## src/rtl/led_game_pkg.sv

```systemverilog
// led_game_pkg: shared types, widths, saturation limits and saturating
// increment helpers for the LED reaction game scorer.
package led_game_pkg;

  localparam int COUNT_W = 10;
  localparam int RT_W    = 11;

  localparam logic [COUNT_W-1:0] COUNT_MAX = 10'd1023;
  localparam logic [RT_W-1:0]    RT_MAX    = 11'd2047;

  // Scorer FSM encoding
  typedef logic [1:0] state_t;
  localparam state_t ST_IDLE    = 2'd0;
  localparam state_t ST_ARMED   = 2'd1;
  localparam state_t ST_RELEASE = 2'd2;

  function automatic logic [COUNT_W-1:0] sat_inc_count(input logic [COUNT_W-1:0] v);
    return (v == COUNT_MAX) ? v : v + 10'd1;
  endfunction

  function automatic logic [RT_W-1:0] sat_inc_rt(input logic [RT_W-1:0] v);
    return (v == RT_MAX) ? v : v + 11'd1;
  endfunction

endpackage

```

## src/rtl/button_debouncer.sv

```systemverilog
// button_debouncer: 2-flop synchroniser plus stability counter for the raw
// push-button. btn_db only changes after the synchronised level has differed
// from it for DEBOUNCE_CYCLES consecutive cycles.
// Ports:
//   clk       in  system clock
//   reset     in  synchronous active-high reset
//   button    in  raw asynchronous push-button (active-high)
//   btn_db    out debounced button level (registered)
//   btn_rise  out one-cycle pulse in the first cycle btn_db is high
module button_debouncer
  import led_game_pkg::*;
#(
  parameter int DEBOUNCE_CYCLES = 250000
) (
  input  logic clk,
  input  logic reset,
  input  logic button,
  output logic btn_db,
  output logic btn_rise
);

  localparam int CNT_W = (DEBOUNCE_CYCLES > 1) ? $clog2(DEBOUNCE_CYCLES) : 1;
  localparam logic [CNT_W-1:0] CNT_LAST = CNT_W'(DEBOUNCE_CYCLES - 1);

  logic             sync1_q, sync1_d;
  logic             sync2_q, sync2_d;
  logic             btn_db_q, btn_db_d;
  logic             btn_db_dly_q, btn_db_dly_d;
  logic [CNT_W-1:0] cnt_q, cnt_d;

  // Next-state for synchroniser, stability counter and debounced level
  always_comb begin
    sync1_d      = button;
    sync2_d      = sync1_q;
    btn_db_d     = btn_db_q;
    btn_db_dly_d = btn_db_q;
    cnt_d        = cnt_q;
    if (sync2_q != btn_db_q) begin
      // Accept the new level only once it has persisted the full window
      if (cnt_q == CNT_LAST) begin
        btn_db_d = sync2_q;
        cnt_d    = '0;
      end else begin
        cnt_d = cnt_q + CNT_W'(1);
      end
    end else begin
      cnt_d = '0;
    end
  end

  // State registers with synchronous reset
  always_ff @(posedge clk) begin
    if (reset) begin
      sync1_q      <= 1'b0;
      sync2_q      <= 1'b0;
      btn_db_q     <= 1'b0;
      btn_db_dly_q <= 1'b0;
      cnt_q        <= '0;
    end else begin
      sync1_q      <= sync1_d;
      sync2_q      <= sync2_d;
      btn_db_q     <= btn_db_d;
      btn_db_dly_q <= btn_db_dly_d;
      cnt_q        <= cnt_d;
    end
  end

  assign btn_db   = btn_db_q;
  assign btn_rise = btn_db_q & ~btn_db_dly_q;

endmodule

```

## src/rtl/led_response_scorer.sv

```systemverilog
// led_response_scorer: measures the player's reaction to a lit LED in
// milliseconds, classifies each LED event as hit or miss and keeps
// saturating hit/miss tallies.
// Ports:
//   clk          in   system clock
//   reset        in   synchronous active-high reset
//   enable       in   round active; low forces IDLE without scoring
//   led          in   LED state from the randomiser
//   button       in   raw asynchronous push-button
//   hit / miss   out  one-cycle registered score pulses
//   reaction_ms  out  reaction time of the last hit (ms)
//   hit_count    out  saturating hit tally
//   miss_count   out  saturating miss tally
module led_response_scorer
  import led_game_pkg::*;
#(
  parameter int MS_CYCLES       = 50000,
  parameter int DEBOUNCE_CYCLES = 250000,
  parameter int TIMEOUT_MS      = 1000
) (
  input  logic               clk,
  input  logic               reset,
  input  logic               enable,
  input  logic               led,
  input  logic               button,
  output logic               hit,
  output logic               miss,
  output logic [RT_W-1:0]    reaction_ms,
  output logic [COUNT_W-1:0] hit_count,
  output logic [COUNT_W-1:0] miss_count
);

  localparam int PS_W = (MS_CYCLES > 1) ? $clog2(MS_CYCLES) : 1;
  localparam logic [PS_W-1:0] PS_LAST    = PS_W'(MS_CYCLES - 1);
  localparam logic [RT_W-1:0] RT_TIMEOUT = RT_W'(TIMEOUT_MS);

  logic btn_db;
  logic btn_rise;

  state_t             state_q, state_d;
  logic               led_q, led_d;
  logic [PS_W-1:0]    presc_q, presc_d;
  logic [RT_W-1:0]    rt_q, rt_d;
  logic               hit_q, hit_d;
  logic               miss_q, miss_d;
  logic [RT_W-1:0]    reaction_q, reaction_d;
  logic [COUNT_W-1:0] hit_count_q, hit_count_d;
  logic [COUNT_W-1:0] miss_count_q, miss_count_d;

  logic ms_tick;
  logic led_rise;
  logic led_fall;

  button_debouncer #(
    .DEBOUNCE_CYCLES(DEBOUNCE_CYCLES)
  ) u_debouncer (
    .clk     (clk),
    .reset   (reset),
    .button  (button),
    .btn_db  (btn_db),
    .btn_rise(btn_rise)
  );

  assign ms_tick  = (presc_q == PS_LAST);
  assign led_rise = led & ~led_q;
  assign led_fall = ~led & led_q;

  // FSM, prescaler, reaction timer and score next-state logic
  always_comb begin
    state_d      = state_q;
    led_d        = led;
    presc_d      = ms_tick ? '0 : presc_q + PS_W'(1);
    rt_d         = rt_q;
    hit_d        = 1'b0;
    miss_d       = 1'b0;
    reaction_d   = reaction_q;
    hit_count_d  = hit_count_q;
    miss_count_d = miss_count_q;

    if (!enable) begin
      state_d = ST_IDLE;
    end else begin
      case (state_q)
        ST_IDLE: begin
          if (led_rise) begin
            // Restart the prescaler so reaction time truncates from entry
            state_d = ST_ARMED;
            rt_d    = '0;
            presc_d = '0;
          end else if (btn_rise && !led) begin
            miss_d       = 1'b1;
            miss_count_d = sat_inc_count(miss_count_q);
          end else begin
            state_d = ST_IDLE;
          end
        end
        ST_ARMED: begin
          if (ms_tick) begin
            rt_d = sat_inc_rt(rt_q);
          end else begin
            rt_d = rt_q;
          end
          // A press wins over a coincident timeout or LED fall
          if (btn_rise) begin
            state_d     = ST_RELEASE;
            hit_d       = 1'b1;
            reaction_d  = rt_q;
            hit_count_d = sat_inc_count(hit_count_q);
          end else if ((rt_q == RT_TIMEOUT) || led_fall) begin
            state_d      = ST_IDLE;
            miss_d       = 1'b1;
            miss_count_d = sat_inc_count(miss_count_q);
          end else begin
            state_d = ST_ARMED;
          end
        end
        ST_RELEASE: begin
          if (!btn_db) begin
            state_d = ST_IDLE;
          end else begin
            state_d = ST_RELEASE;
          end
        end
        default: begin
          state_d = ST_IDLE;
        end
      endcase
    end
  end

  // State and output registers with synchronous reset
  always_ff @(posedge clk) begin
    if (reset) begin
      state_q      <= ST_IDLE;
      led_q        <= 1'b0;
      presc_q      <= '0;
      rt_q         <= '0;
      hit_q        <= 1'b0;
      miss_q       <= 1'b0;
      reaction_q   <= '0;
      hit_count_q  <= '0;
      miss_count_q <= '0;
    end else begin
      state_q      <= state_d;
      led_q        <= led_d;
      presc_q      <= presc_d;
      rt_q         <= rt_d;
      hit_q        <= hit_d;
      miss_q       <= miss_d;
      reaction_q   <= reaction_d;
      hit_count_q  <= hit_count_d;
      miss_count_q <= miss_count_d;
    end
  end

  assign hit         = hit_q;
  assign miss        = miss_q;
  assign reaction_ms = reaction_q;
  assign hit_count   = hit_count_q;
  assign miss_count  = miss_count_q;

endmodule

```

## config.mk

```make
export PLATFORM = sky130hd
export DESIGN_NAME = led_response_scorer
export DESIGN_NICKNAME = d
export VERILOG_FILES = /design/src/rtl/led_game_pkg.sv /design/src/rtl/button_debouncer.sv /design/src/rtl/led_response_scorer.sv
export SDC_FILE = /design/constraint.sdc
export NUM_CORES = 1
export LEC_CHECK = 0
export BUFFER_PORTS_ARGS = -buffer_cell sky130_fd_sc_hd__buf_4
export CORE_MARGIN = 4
export CORE_UTILIZATION = 45
export DETAILED_ROUTE_END_ITERATION = 12
export PLACE_DENSITY = 0.73
export SLEW_MARGIN = 20
export SYNTH_ARGS = -nofsm -noshare
export SYNTH_HDL_FRONTEND = slang
export SYNTH_SLANG_ARGS = --single-unit
```

## constraint.sdc

```tcl
create_clock -name clk -period 6.8 [get_ports clk]
set_clock_uncertainty 0.1 [all_clocks]
set_input_delay 0.34 -clock clk [delete_from_list [all_inputs] [get_ports clk]]
set_output_delay 0.34 -clock clk [all_outputs]
set_load 0.1 [all_outputs]
```

==> flow_metrics.tcl, run 1 <==
set metrics [dict create \
    run_status "completed" \
    worst_setup_path_end_kind "flip-flop" \
    cts-buffers-inserted 9 \
    max-cap-violations 0 \
    seq_power_share_pct 56.8 \
    number_of_unique_standard_cell_types_used_by_synthesis 46 \
    drtAntennaViolNets 0 \
    fin_area_um2 4390 \
    gr-total-overflow 0 \
    synth_simple_gate_area_share_pct 30.2 \
    portBuffers 37 \
    critPathArrivalTime_ns 2.64 \
    slew_violations 0 \
    syn-mean-instance-area_um2 8.60 \
    finalSetupViolCount 0 \
    synth_edf_count 0 \
    hpwl_mm 5.54 \
    row_count 33 \
    finish.net_count 490 \
    synthFlopType "sky130_fd_sc_hd__dfxtp_1" \
    synth-adder-area-share_pct 1.96 \
    cellLeakagePower_nw 1.56 \
    synth_top_area_share_pct 44.5 \
    critical_path.cell_chain "nand2b_1 > a311oi_1 > nor4_2 > nand4_1 > mux2_2" \
    synthesis_warnings 0 \
    crit_path_start_kind "flip-flop" \
    crit_type "reg2reg" \
    die_width_um 100 \
    floorplan.initialDensity_pct 46.3 \
    cts.clk_slew.worst_paths_ns 0.09 \
    wl_per_cell_um 13.1 \
    worst_path_slowest_cell "sky130_fd_sc_hd__nor4_2" \
    fraction_of_the_mapped_netlist_area_in_compound_gates_pct 8.04 \
    synth.top_cells.by_area "sky130_fd_sc_hd__dfxtp_1 44%, sky130_fd_sc_hd__nor2_1 8.0%, sky130_fd_sc_hd__xnor2_1 4.8%" \
    fin_tns_setup_ns 0 \
    cts-htree-levels 3 \
    groute.usage.overall_pct 15.8 \
    hold_violations 0 \
    fraction_of_synthesized_area_in_multiplexers_pct 3.20 \
    clockBufferDepth 2 \
    clock-sinks 85 \
    antenna-diode-count 0 \
    power.switching_w 0.000230 \
    io_pins 38 \
    finalCriticalPeriod_ns 2.49 \
    vdd_ir_drop_max_v 0.000149 \
    post_synthesis_xor_xnor_area_fraction_pct 9.39 \
    area_of_the_die_um2 10000 \
    post-route-period-util_pct 36.6 \
    grt_pass1_vias 2930 \
    post_drt_via_cell_ratio 5.37 \
    grt_setup_unrepaired "no" \
    layout_stage_area_growth_over_the_synthesis_result_pct 14.7 \
    antenna_found_initial 0 \
    cell_internal_pwr_w 0.000655 \
    pwr-share-clk_pct 40.2 \
    count_of_hold_fix_buffers_inserted_at_cts 0 \
    synth_async_sr_flop_share_pct 0 \
    p_comb_share_pct 3.0 \
    synth.cell_area_um2 3830 \
    dieHeight_um 100 \
    cpPeakStageDelay_ns 0.76 \
    switching_share_pct 26.0 \
    grt_max_degree 58 \
    max_slew.worst_pin.slew_ns 0.796 \
    power_density_nw_per_um2 202 \
    detail_route.wirelength_mm 7.74 \
    synth.net_count 456 \
    synth_top_family_by_area "simple AND/OR/NAND/NOR gates" \
    ys_ff_latch 85 \
    crit_family "simple AND/OR/NAND/NOR gates" \
    vias 3162 \
    yosysTopAreaCell "sky130_fd_sc_hd__dfxtp_1" \
    clock_insertion_delay_worst_skew_ns 0.36 \
    place.gp.congestion 0.900 \
    synthCells 445 \
    clock_tree_from_tritoncts "done" \
    detailed_place.area_um2 4190 \
    grt_first_pass_wirelength_mm 13.0 \
    synth_most_common_cell "sky130_fd_sc_hd__dfxtp_1" \
    drc 0 \
    ys_seq_area_share_pct 44.5 \
    drt_pass1_iterations 4 \
    cts_post_setup_buffers_inserted 0 \
    drt-initial-drc-count 236 \
    timing.fmax_mhz 402 \
    worstPathBufferInverterCount 0 \
    floorplan.core_area_um2 8260 \
    cp_max_fo 14 \
    maxSlewHeadroom_pct 46.5 \
    min_delay_path_class "in2reg" \
    post_cts.resized_instances 0 \
    drive_gt1_share_pct 13.8 \
    critPathRequiredTime_ns 6.95 \
    ctsRootBufferMaster "sky130_fd_sc_hd__clkbuf_8" \
    synth.top_cells.by_count "85 x sky130_fd_sc_hd__dfxtp_1, 82 x sky130_fd_sc_hd__nor2_1, 24 x sky130_fd_sc_hd__nand3_1" \
]
[metrics by stage]
step / std cells / utilization (%) / hold WS, ns / worst slack, ns / total power, W
after global routing: 589 / 53.2 / 0.0802 / 4.12 / 0.000923
after floorplan: 445 / - / 0.314 / 4.20 / 0.000534
after global placement: 573 / 50.7 / 0.324 / 4.45 / 0.000541
after detailed placement: 573 / 50.7 / 0.328 / 4.36 / 0.000541
final: 589 / 53.2 / 0.0943 / 4.31 / 0.000886
after CTS: 589 / 53.2 / 0.0800 / 4.34 / 0.000900
[registers in the layout, indices dropped and copies added, names as in the netlist, 2 cells and up]
signal and cells:
hit_count 10, presc_q 16, miss_count 10, state_q 2, rt_q 11, u_debouncer.cnt_q 18
reaction_ms 11
[worst register-to-register path: stages, from the launching register on]
cell                       delay (ns)
sky130_fd_sc_hd__dfxtp_1         0.40
sky130_fd_sc_hd__nand2b_1        0.43
sky130_fd_sc_hd__a311oi_1        0.17
sky130_fd_sc_hd__nor4_2          0.76
sky130_fd_sc_hd__nand4_1         0.21
sky130_fd_sc_hd__mux2_2          0.31
[logic make-up after synthesis]
group / count (synthesis)
flops: 85
compound gates: 51
xor+xnor: 41
fa+ha+maj: 6
buf+inv: 28
simple gates: 222
mux: 12
[cells in the final DEF, fill, tap and decap left out, types with 3 or more instances in the layout]
cell type / instances
sky130_fd_sc_hd__dfxtp_1: 85
sky130_fd_sc_hd__nor2_1: 82
sky130_fd_sc_hd__buf_4: 39
sky130_fd_sc_hd__nand3_1: 24
sky130_fd_sc_hd__nand2_1: 23
sky130_fd_sc_hd__a21oi_1: 23
sky130_fd_sc_hd__xnor2_1: 21
sky130_fd_sc_hd__xor2_1: 20
sky130_fd_sc_hd__nand4_1: 16
sky130_fd_sc_hd__inv_1: 12
sky130_fd_sc_hd__nor2b_1: 12
sky130_fd_sc_hd__nor4_1: 12
sky130_fd_sc_hd__nor3_1: 12
sky130_fd_sc_hd__o21ai_0: 10
sky130_fd_sc_hd__mux2i_1: 10
sky130_fd_sc_hd__clkbuf_8: 9
sky130_fd_sc_hd__nand2b_1: 6
sky130_fd_sc_hd__ha_1: 6
sky130_fd_sc_hd__and3_1: 5
sky130_fd_sc_hd__and4_1: 4
sky130_fd_sc_hd__or3_1: 4
sky130_fd_sc_hd__a31oi_1: 4
sky130_fd_sc_hd__or4_1: 3
sky130_fd_sc_hd__a31o_2: 3
sky130_fd_sc_hd__nand4b_1: 3
sky130_fd_sc_hd__a21o_1: 3
sky130_fd_sc_hd__nand3b_1: 3
sky130_fd_sc_hd__inv_8: 3
[worst paths after layout]
check	start	endpoint	slack, ns	cells past startpoint
hold reg to reg	u_debouncer.sync1_q	u_debouncer.sync2_q	0.35	1
setup / recovery	state_q[1]	miss_count[4]	4.31	5
hold / removal	button	u_debouncer.sync1_q	0.09	2
setup reg to reg	state_q[1]	miss_count[4]	4.31	5
[metal layers]
metal | share of wire, % | up-vias | track usage (%)
met3 | 3.9 | 13 | 3.54
met1 | 46 | 1460 | 20.2
li1 | - | 1626 | -
met2 | 48 | 63 | 26.1
met5 | 0 | - | 0
met4 | 1.7 | 0 | 5.39
[power by group through the flow]
stage	logic, W	registers, W	clock network (W)
2_1_floorplan	0.0000182	0.000516	0
5_1_grt	0.0000300	0.000504	0.000389
3_3_place_gp	0.0000267	0.000514	0
3_5_place_dp	0.0000268	0.000515	0
6_report	0.0000267	0.000503	0.000356
4_1_cts	0.0000270	0.000503	0.000370
[layout make-up]
class	count	area, um2
Clock buffer	9	124
Clock inverter	7	76.3
Fill cell	770	3870
Inverter	12	45.0
Multi-Input combinational cell	332	2020
Sequential cell	85	1700
Tap cell	105	131
Timing Repair Buffer	39	293
(Power assumes the default switching activity.)
==> run 2: changes to the inputs <==
Clock period 6.8 ns to 2.35 ns, I/O delays scaled along.
==> flow_metrics.tcl, run 2 (synthesis results as in run 1) <==
set metrics [dict create \
    maxSlewHeadroom_pct 54.1 \
    largestRegisters "u_debouncer.cnt_q (18), presc_q (16)" \
    clock_tree_from_tritoncts "done" \
    die_width_um 100 \
    timing.fmax_mhz 436 \
    crit_family "simple AND/OR/NAND/NOR gates" \
    dpl_worst_slack_ns -0.0484 \
    place.gp.congestion 0.877 \
    crit_type "reg2reg" \
    cts-buffers-inserted 9 \
    max-cap-violations 0 \
    critical_path.cell_chain "or4b_1 > or4_4 > nor4_2 > mux2i_1 > a21oi_1" \
    groute.usage.overall_pct 17.0 \
    layout.cells.most_common "sky130_fd_sc_hd__nor2_1" \
    detail_route.wirelength_mm 8.23 \
    portBuffers 37 \
    min_delay_path_class "in2reg" \
    power_density_nw_per_um2 570 \
    multiInputGateArea_um2 2060 \
    finalCriticalPeriod_ns 2.29 \
    vias 3293 \
    drt-initial-drc-count 221 \
    finish.net_count 515 \
    cts.clk_slew.worst_paths_ns 0.10 \
    clock_insertion_delay_worst_skew_ns 0.37 \
    drc 0 \
    clock-sinks 85 \
    most-common-layout-cells "82 x sky130_fd_sc_hd__nor2_1, 76 x sky130_fd_sc_hd__dfxtp_1, 61 x sky130_fd_sc_hd__buf_4" \
    area_of_the_die_um2 10000 \
    dieHeight_um 100 \
    slew_violations 0 \
    cp_max_fo 4 \
    grt_max_degree 58 \
    io_pins 38 \
    hold_violations 0 \
    hpwl_mm 5.89 \
    vdd_ir_drop_max_v 0.000348 \
    drtAntennaViolNets 0 \
    ff_latch_area_um2 1710 \
    floorplan.initialDensity_pct 46.3 \
    run_status "completed" \
    hold_ws_ns 0.115 \
    floorplan.core_area_um2 8260 \
    post-route-period-util_pct 97.6 \
    gr-total-overflow 0 \
    post_drt_via_cell_ratio 5.36 \
    fill_cells 759 \
    finalSetupViolCount 0 \
    layout_stage_area_growth_over_the_synthesis_result_pct 21.4 \
    cts-htree-levels 3 \
    drt_pass1_iterations 4 \
    wl_per_cell_um 13.4 \
    grt_first_pass_wirelength_mm 14.0 \
    clockBufferDepth 2 \
    grt_setup_unrepaired "yes" \
    worstPathBufferInverterCount 0 \
    critPathRequiredTime_ns 2.48 \
    grt_pass1_vias 3127 \
    worst_setup_path_end_kind "flip-flop" \
    drive_gt1_share_pct 20.4 \
    finalWorstSetupSlack_ns 0.0570 \
    critPathArrivalTime_ns 2.42 \
    worst_path_slowest_cell "sky130_fd_sc_hd__or4b_1" \
    ctsRootBufferMaster "sky130_fd_sc_hd__clkbuf_8" \
    fin_tns_setup_ns 0 \
    antenna_found_initial 0 \
    cellLeakagePower_nw 1.69 \
    max_slew.worst_pin.slew_ns 0.683 \
    cpPeakStageDelay_ns 0.58 \
    antenna-diode-count 0 \
    largest_reg_flops 18 \
    row_count 33 \
    crit_path_start_kind "flip-flop" \
    regMostFlops "u_debouncer.cnt_q" \
]
## run 2: cell count changes in the layout (fill, tap and decap cells not counted), sizes merged
cell and delta:
bufinv +1, clkinvlp +1, dlygate4sd3 +3, clkinv -2
buf +22
## run 2: final timing paths
path | slack (ns) | endpoint | cells after the start | from
max | 0.06 | rt_q[7] | 5 | presc_q[12]
min | 0.11 | hit_count[6] | 2 | reset
max reg2reg | 0.06 | rt_q[7] | 5 | presc_q[12]
min reg2reg | 0.37 | u_debouncer.sync2_q | 1 | u_debouncer.sync1_q
## run 2: area by class of cell
| type | count | share of cell area, % |
|---|---|---|
| clock buffers | 9 | 2.67 |
| multi-input cells | 332 | 44.3 |
| clock inverters | 7 | 1.86 |
| repair buffers | 64 | 10.5 |
| inverters | 12 | 0.970 |
| well taps | 105 | 2.83 |
| flip-flops and latches | 85 | 36.9 |
## run 2: worst reg2reg max path: cells and delay by family (launching register included)
kind / cells / cell delay (ns)
AO/OA/AOI/OAI: 1 / 0.07
AND/OR/NAND/NOR: 3 / 1.44
multiplexers: 1 / 0.21
flip-flops: 1 / 0.34
## run 2: report_power, final
group / switching, W / internal [W]
sequential: 0.00000712 / 0.00145
clock: 0.000583 / 0.000517
combinational: 0.0000599 / 0.0000329
## run 2: timing repair
item                                    CTS  global route
buffers inserted                          0             0
endpoints found under the setup margin    3             6
endpoints found under the hold margin     3             0
pin swaps                                 0             1
gates resized for setup                   4             3
hold buffers                              3             0
gates cloned                              0             0
## run 2: per-layer routing
layer  up-vias  part of all wire (%)  GRT usage, %
met3        13                   2.8          3.47
met5         -                     0             0
met2        45                    49          28.4
li1       1670                     -             -
met1      1565                    47          21.1
met4         0                   1.8          7.25
## run 2: per-stage QoR
step | instances | utilization [%] | instance area, um2 | power [W]
2_1_floorplan | 445 | - | 3840 | 0.00155
3_3_place_gp | 595 | 52.9 | 4370 | 0.00157
3_5_place_dp | 595 | 52.9 | 4370 | 0.00157
4_1_cts | 614 | 56.1 | 4630 | 0.00267
5_1_grt | 614 | 56.3 | 4650 | 0.00274
6_report | 614 | 56.3 | 4650 | 0.00265
==> run 3: changes to the inputs <==
Settings changed: SYNTH_HIERARCHICAL from default to 1.
==> flow_metrics.tcl, run 3 <==
set metrics [dict create \
    run_status "completed" \
    dieHeight_um 101 \
    post-route-period-util_pct 96.0 \
    grt_max_degree 54 \
    finish.net_count 500 \
    floorplan.core_area_um2 8300 \
    max-cap-violations 0 \
    vias 3278 \
    place.gp.congestion 0.826 \
    drt_pass1_iterations 5 \
    critPathArrivalTime_ns 2.45 \
    drtAntennaViolNets 0 \
    layout_stage_area_growth_over_the_synthesis_result_pct 18.1 \
    io_pins 38 \
    syn-mean-instance-area_um2 8.73 \
    max_slew.worst_pin.slew_ns 0.797 \
    yosysTopAreaCell "sky130_fd_sc_hd__dfxtp_1" \
    most-common-layout-cells "79 x sky130_fd_sc_hd__dfxtp_1, 61 x sky130_fd_sc_hd__nor2_1, 48 x sky130_fd_sc_hd__buf_4" \
    cts.clk_slew.worst_paths_ns 0.09 \
    gr-total-overflow 0 \
    synth_edf_count 0 \
    groute.usage.overall_pct 16.6 \
    critical_path.cell_chain "or4_4 > nor4_4 > buf_4 > nand3_1 > or4_1 > a21oi_1" \
    largest_reg_flops 18 \
    area_of_the_die_um2 10100 \
    grt_pass1_vias 3087 \
    crit_type "reg2reg" \
    clock_insertion_delay_worst_skew_ns 0.36 \
    grt_first_pass_wirelength_mm 13.8 \
    synthFlopType "sky130_fd_sc_hd__dfxtp_1" \
    synth.top_cells.by_count "85 x sky130_fd_sc_hd__dfxtp_1, 61 x sky130_fd_sc_hd__nor2_1, 38 x sky130_fd_sc_hd__nand2_1" \
    fin_area_um2 4560 \
    antenna-diode-count 0 \
    synth_top_area_share_pct 44.1 \
    portBuffers 37 \
    vdd_ir_drop_max_v 0.000239 \
    antenna_found_initial 0 \
    number_of_unique_standard_cell_types_used_by_synthesis 54 \
    synth_most_common_cell "sky130_fd_sc_hd__dfxtp_1" \
    ys_seq_area_share_pct 44.1 \
    fill_cells 765 \
    ff_latch_area_um2 1710 \
    synthesis_warnings 6 \
    critPathRequiredTime_ns 2.54 \
    largestRegisters "u_debouncer/cnt_q (18), presc_q (16)" \
    min_delay_path_class "in2reg" \
    post_drt_via_cell_ratio 5.47 \
    wl_per_cell_um 13.5 \
    timing.fmax_mhz 443 \
    cellLeakagePower_nw 1.56 \
    finalCriticalPeriod_ns 2.26 \
    synthCells 442 \
    crit_family "simple AND/OR/NAND/NOR gates" \
    slew_violations 0 \
    hpwl_mm 5.61 \
    crit_path_start_kind "flip-flop" \
    worstPathBufferInverterCount 1 \
    synth_async_sr_flop_share_pct 0 \
    maxSlewHeadroom_pct 46.8 \
    detailed_place.area_um2 4300 \
    synth.top_cells.by_area "sky130_fd_sc_hd__dfxtp_1 44%, sky130_fd_sc_hd__xnor2_1 7.5%, sky130_fd_sc_hd__nor2_1 5.9%" \
    finalSetupViolCount 0 \
    hold_violations 0 \
    clock_tree_from_tritoncts "done" \
    worst_path_slowest_cell "sky130_fd_sc_hd__or4_4" \
    post_layout_instance_count_excluding_filler_cells 599 \
    clock-sinks 85 \
    cts-buffers-inserted 9 \
    ctsRootBufferMaster "sky130_fd_sc_hd__clkbuf_8" \
    cpPeakStageDelay_ns 0.54 \
    synth.net_count 453 \
    layout.cells.most_common "sky130_fd_sc_hd__dfxtp_1" \
    row_count 33 \
    cp_max_fo 3 \
    detail_route.wirelength_mm 8.11 \
    cts-htree-levels 3 \
    drc 0 \
    drive_gt1_share_pct 17.6 \
    drt-initial-drc-count 133 \
    die_width_um 101 \
    clockBufferDepth 2 \
    power_density_nw_per_um2 568 \
    numPlacedInstances 579 \
    worst_setup_path_end_kind "flip-flop" \
    multiInputGateArea_um2 2070 \
    synth.cell_area_um2 3860 \
    ys_ff_latch 85 \
    regMostFlops "u_debouncer/cnt_q" \
    floorplan.initialDensity_pct 46.5 \
]
==> run 3: cell types whose count changed after synthesis, moves of 3 or more <==
| cell | change |
|---|---|
| sky130_fd_sc_hd__xor2_1 | -9 |
| sky130_fd_sc_hd__and3_1 | +4 |
| sky130_fd_sc_hd__a21o_1 | -3 |
| sky130_fd_sc_hd__nand2_1 | +15 |
| sky130_fd_sc_hd__mux2i_1 | -8 |
| sky130_fd_sc_hd__nand2b_1 | -3 |
| sky130_fd_sc_hd__nor2_1 | -21 |
| sky130_fd_sc_hd__o211ai_1 | +6 |
| sky130_fd_sc_hd__o41ai_1 | +5 |
| sky130_fd_sc_hd__nand4_1 | -8 |
| sky130_fd_sc_hd__xnor2_1 | +12 |
==> run 3: stage by stage <==
stage / hold slack, ns / utilization [%] / setup slack [ns] / TNS, ns / total power (W)
detailed placement: 0.236 / 51.8 / 0.0719 / 0 / 0.00157
global route: 0.153 / 54.9 / -0.00665 / -0.00665 / 0.00268
finish: 0.121 / 54.9 / 0.0945 / 0 / 0.00259
floorplan: 0.0891 / - / 0.0191 / 0 / 0.00154
CTS: 0.121 / 54.5 / 0.0504 / 0 / 0.00261
global placement: 0.238 / 51.7 / -0.0977 / -0.409 / 0.00157
==> run 3: layout make-up <==
| type | count | area share [%] |
|---|---|---|
| clock buffer | 9 | 2.72 |
| clock inverter | 7 | 1.65 |
| inverter | 14 | 1.15 |
| multi-input combinational | 328 | 45.5 |
| sequential | 85 | 37.5 |
| tap | 105 | 2.88 |
| timing repair buffer | 51 | 8.57 |
==> run 3: cells by family after synthesis <==
group,share of synthesized area [%]
AND/OR/NAND/NOR,30.1
flip-flops,44.1
AO/OA/AOI/OAI,10.1
XOR/XNOR,9.98
buffers and inverters,2.95
adder cells (fa/ha/maj),1.94
multiplexers,0.810
==> run 3: where the power goes <==
group          internal [W]  switching, W
Clock              0.000494      0.000549
Combinational     0.0000309     0.0000572
Sequential          0.00145    0.00000842
Total               0.00197      0.000615
==> run 3: path summary, 6_finish.rpt <==
check,to,from,slack [ns],cells past startpoint
max,rt_q[9],presc_q[13],0.09,6
min,u_debouncer/sync1_q,reset,0.12,2
max reg2reg,rt_q[9],presc_q[13],0.09,6
min reg2reg,reaction_ms[6],reaction_ms[6],0.36,2
==> run 3: per-layer routing <==
metal	vias to the layer above	GRT usage [%]	wire length, um
li1	1657	-	-
met3	11	2.84	409
met1	1528	20.7	3670
met4	0	7.36	144
met2	82	27.9	3890
met5	-	0	0
==> run 3: timing repair <==
| action | CTS | global route |
|---|---|---|
| gates resized for setup | 0 | 7 |
| endpoints found under the setup margin | 0 | 12 |
| buffers inserted | 0 | 1 |
| hold endpoints to repair | 3 | 0 |
| hold buffers | 3 | 0 |
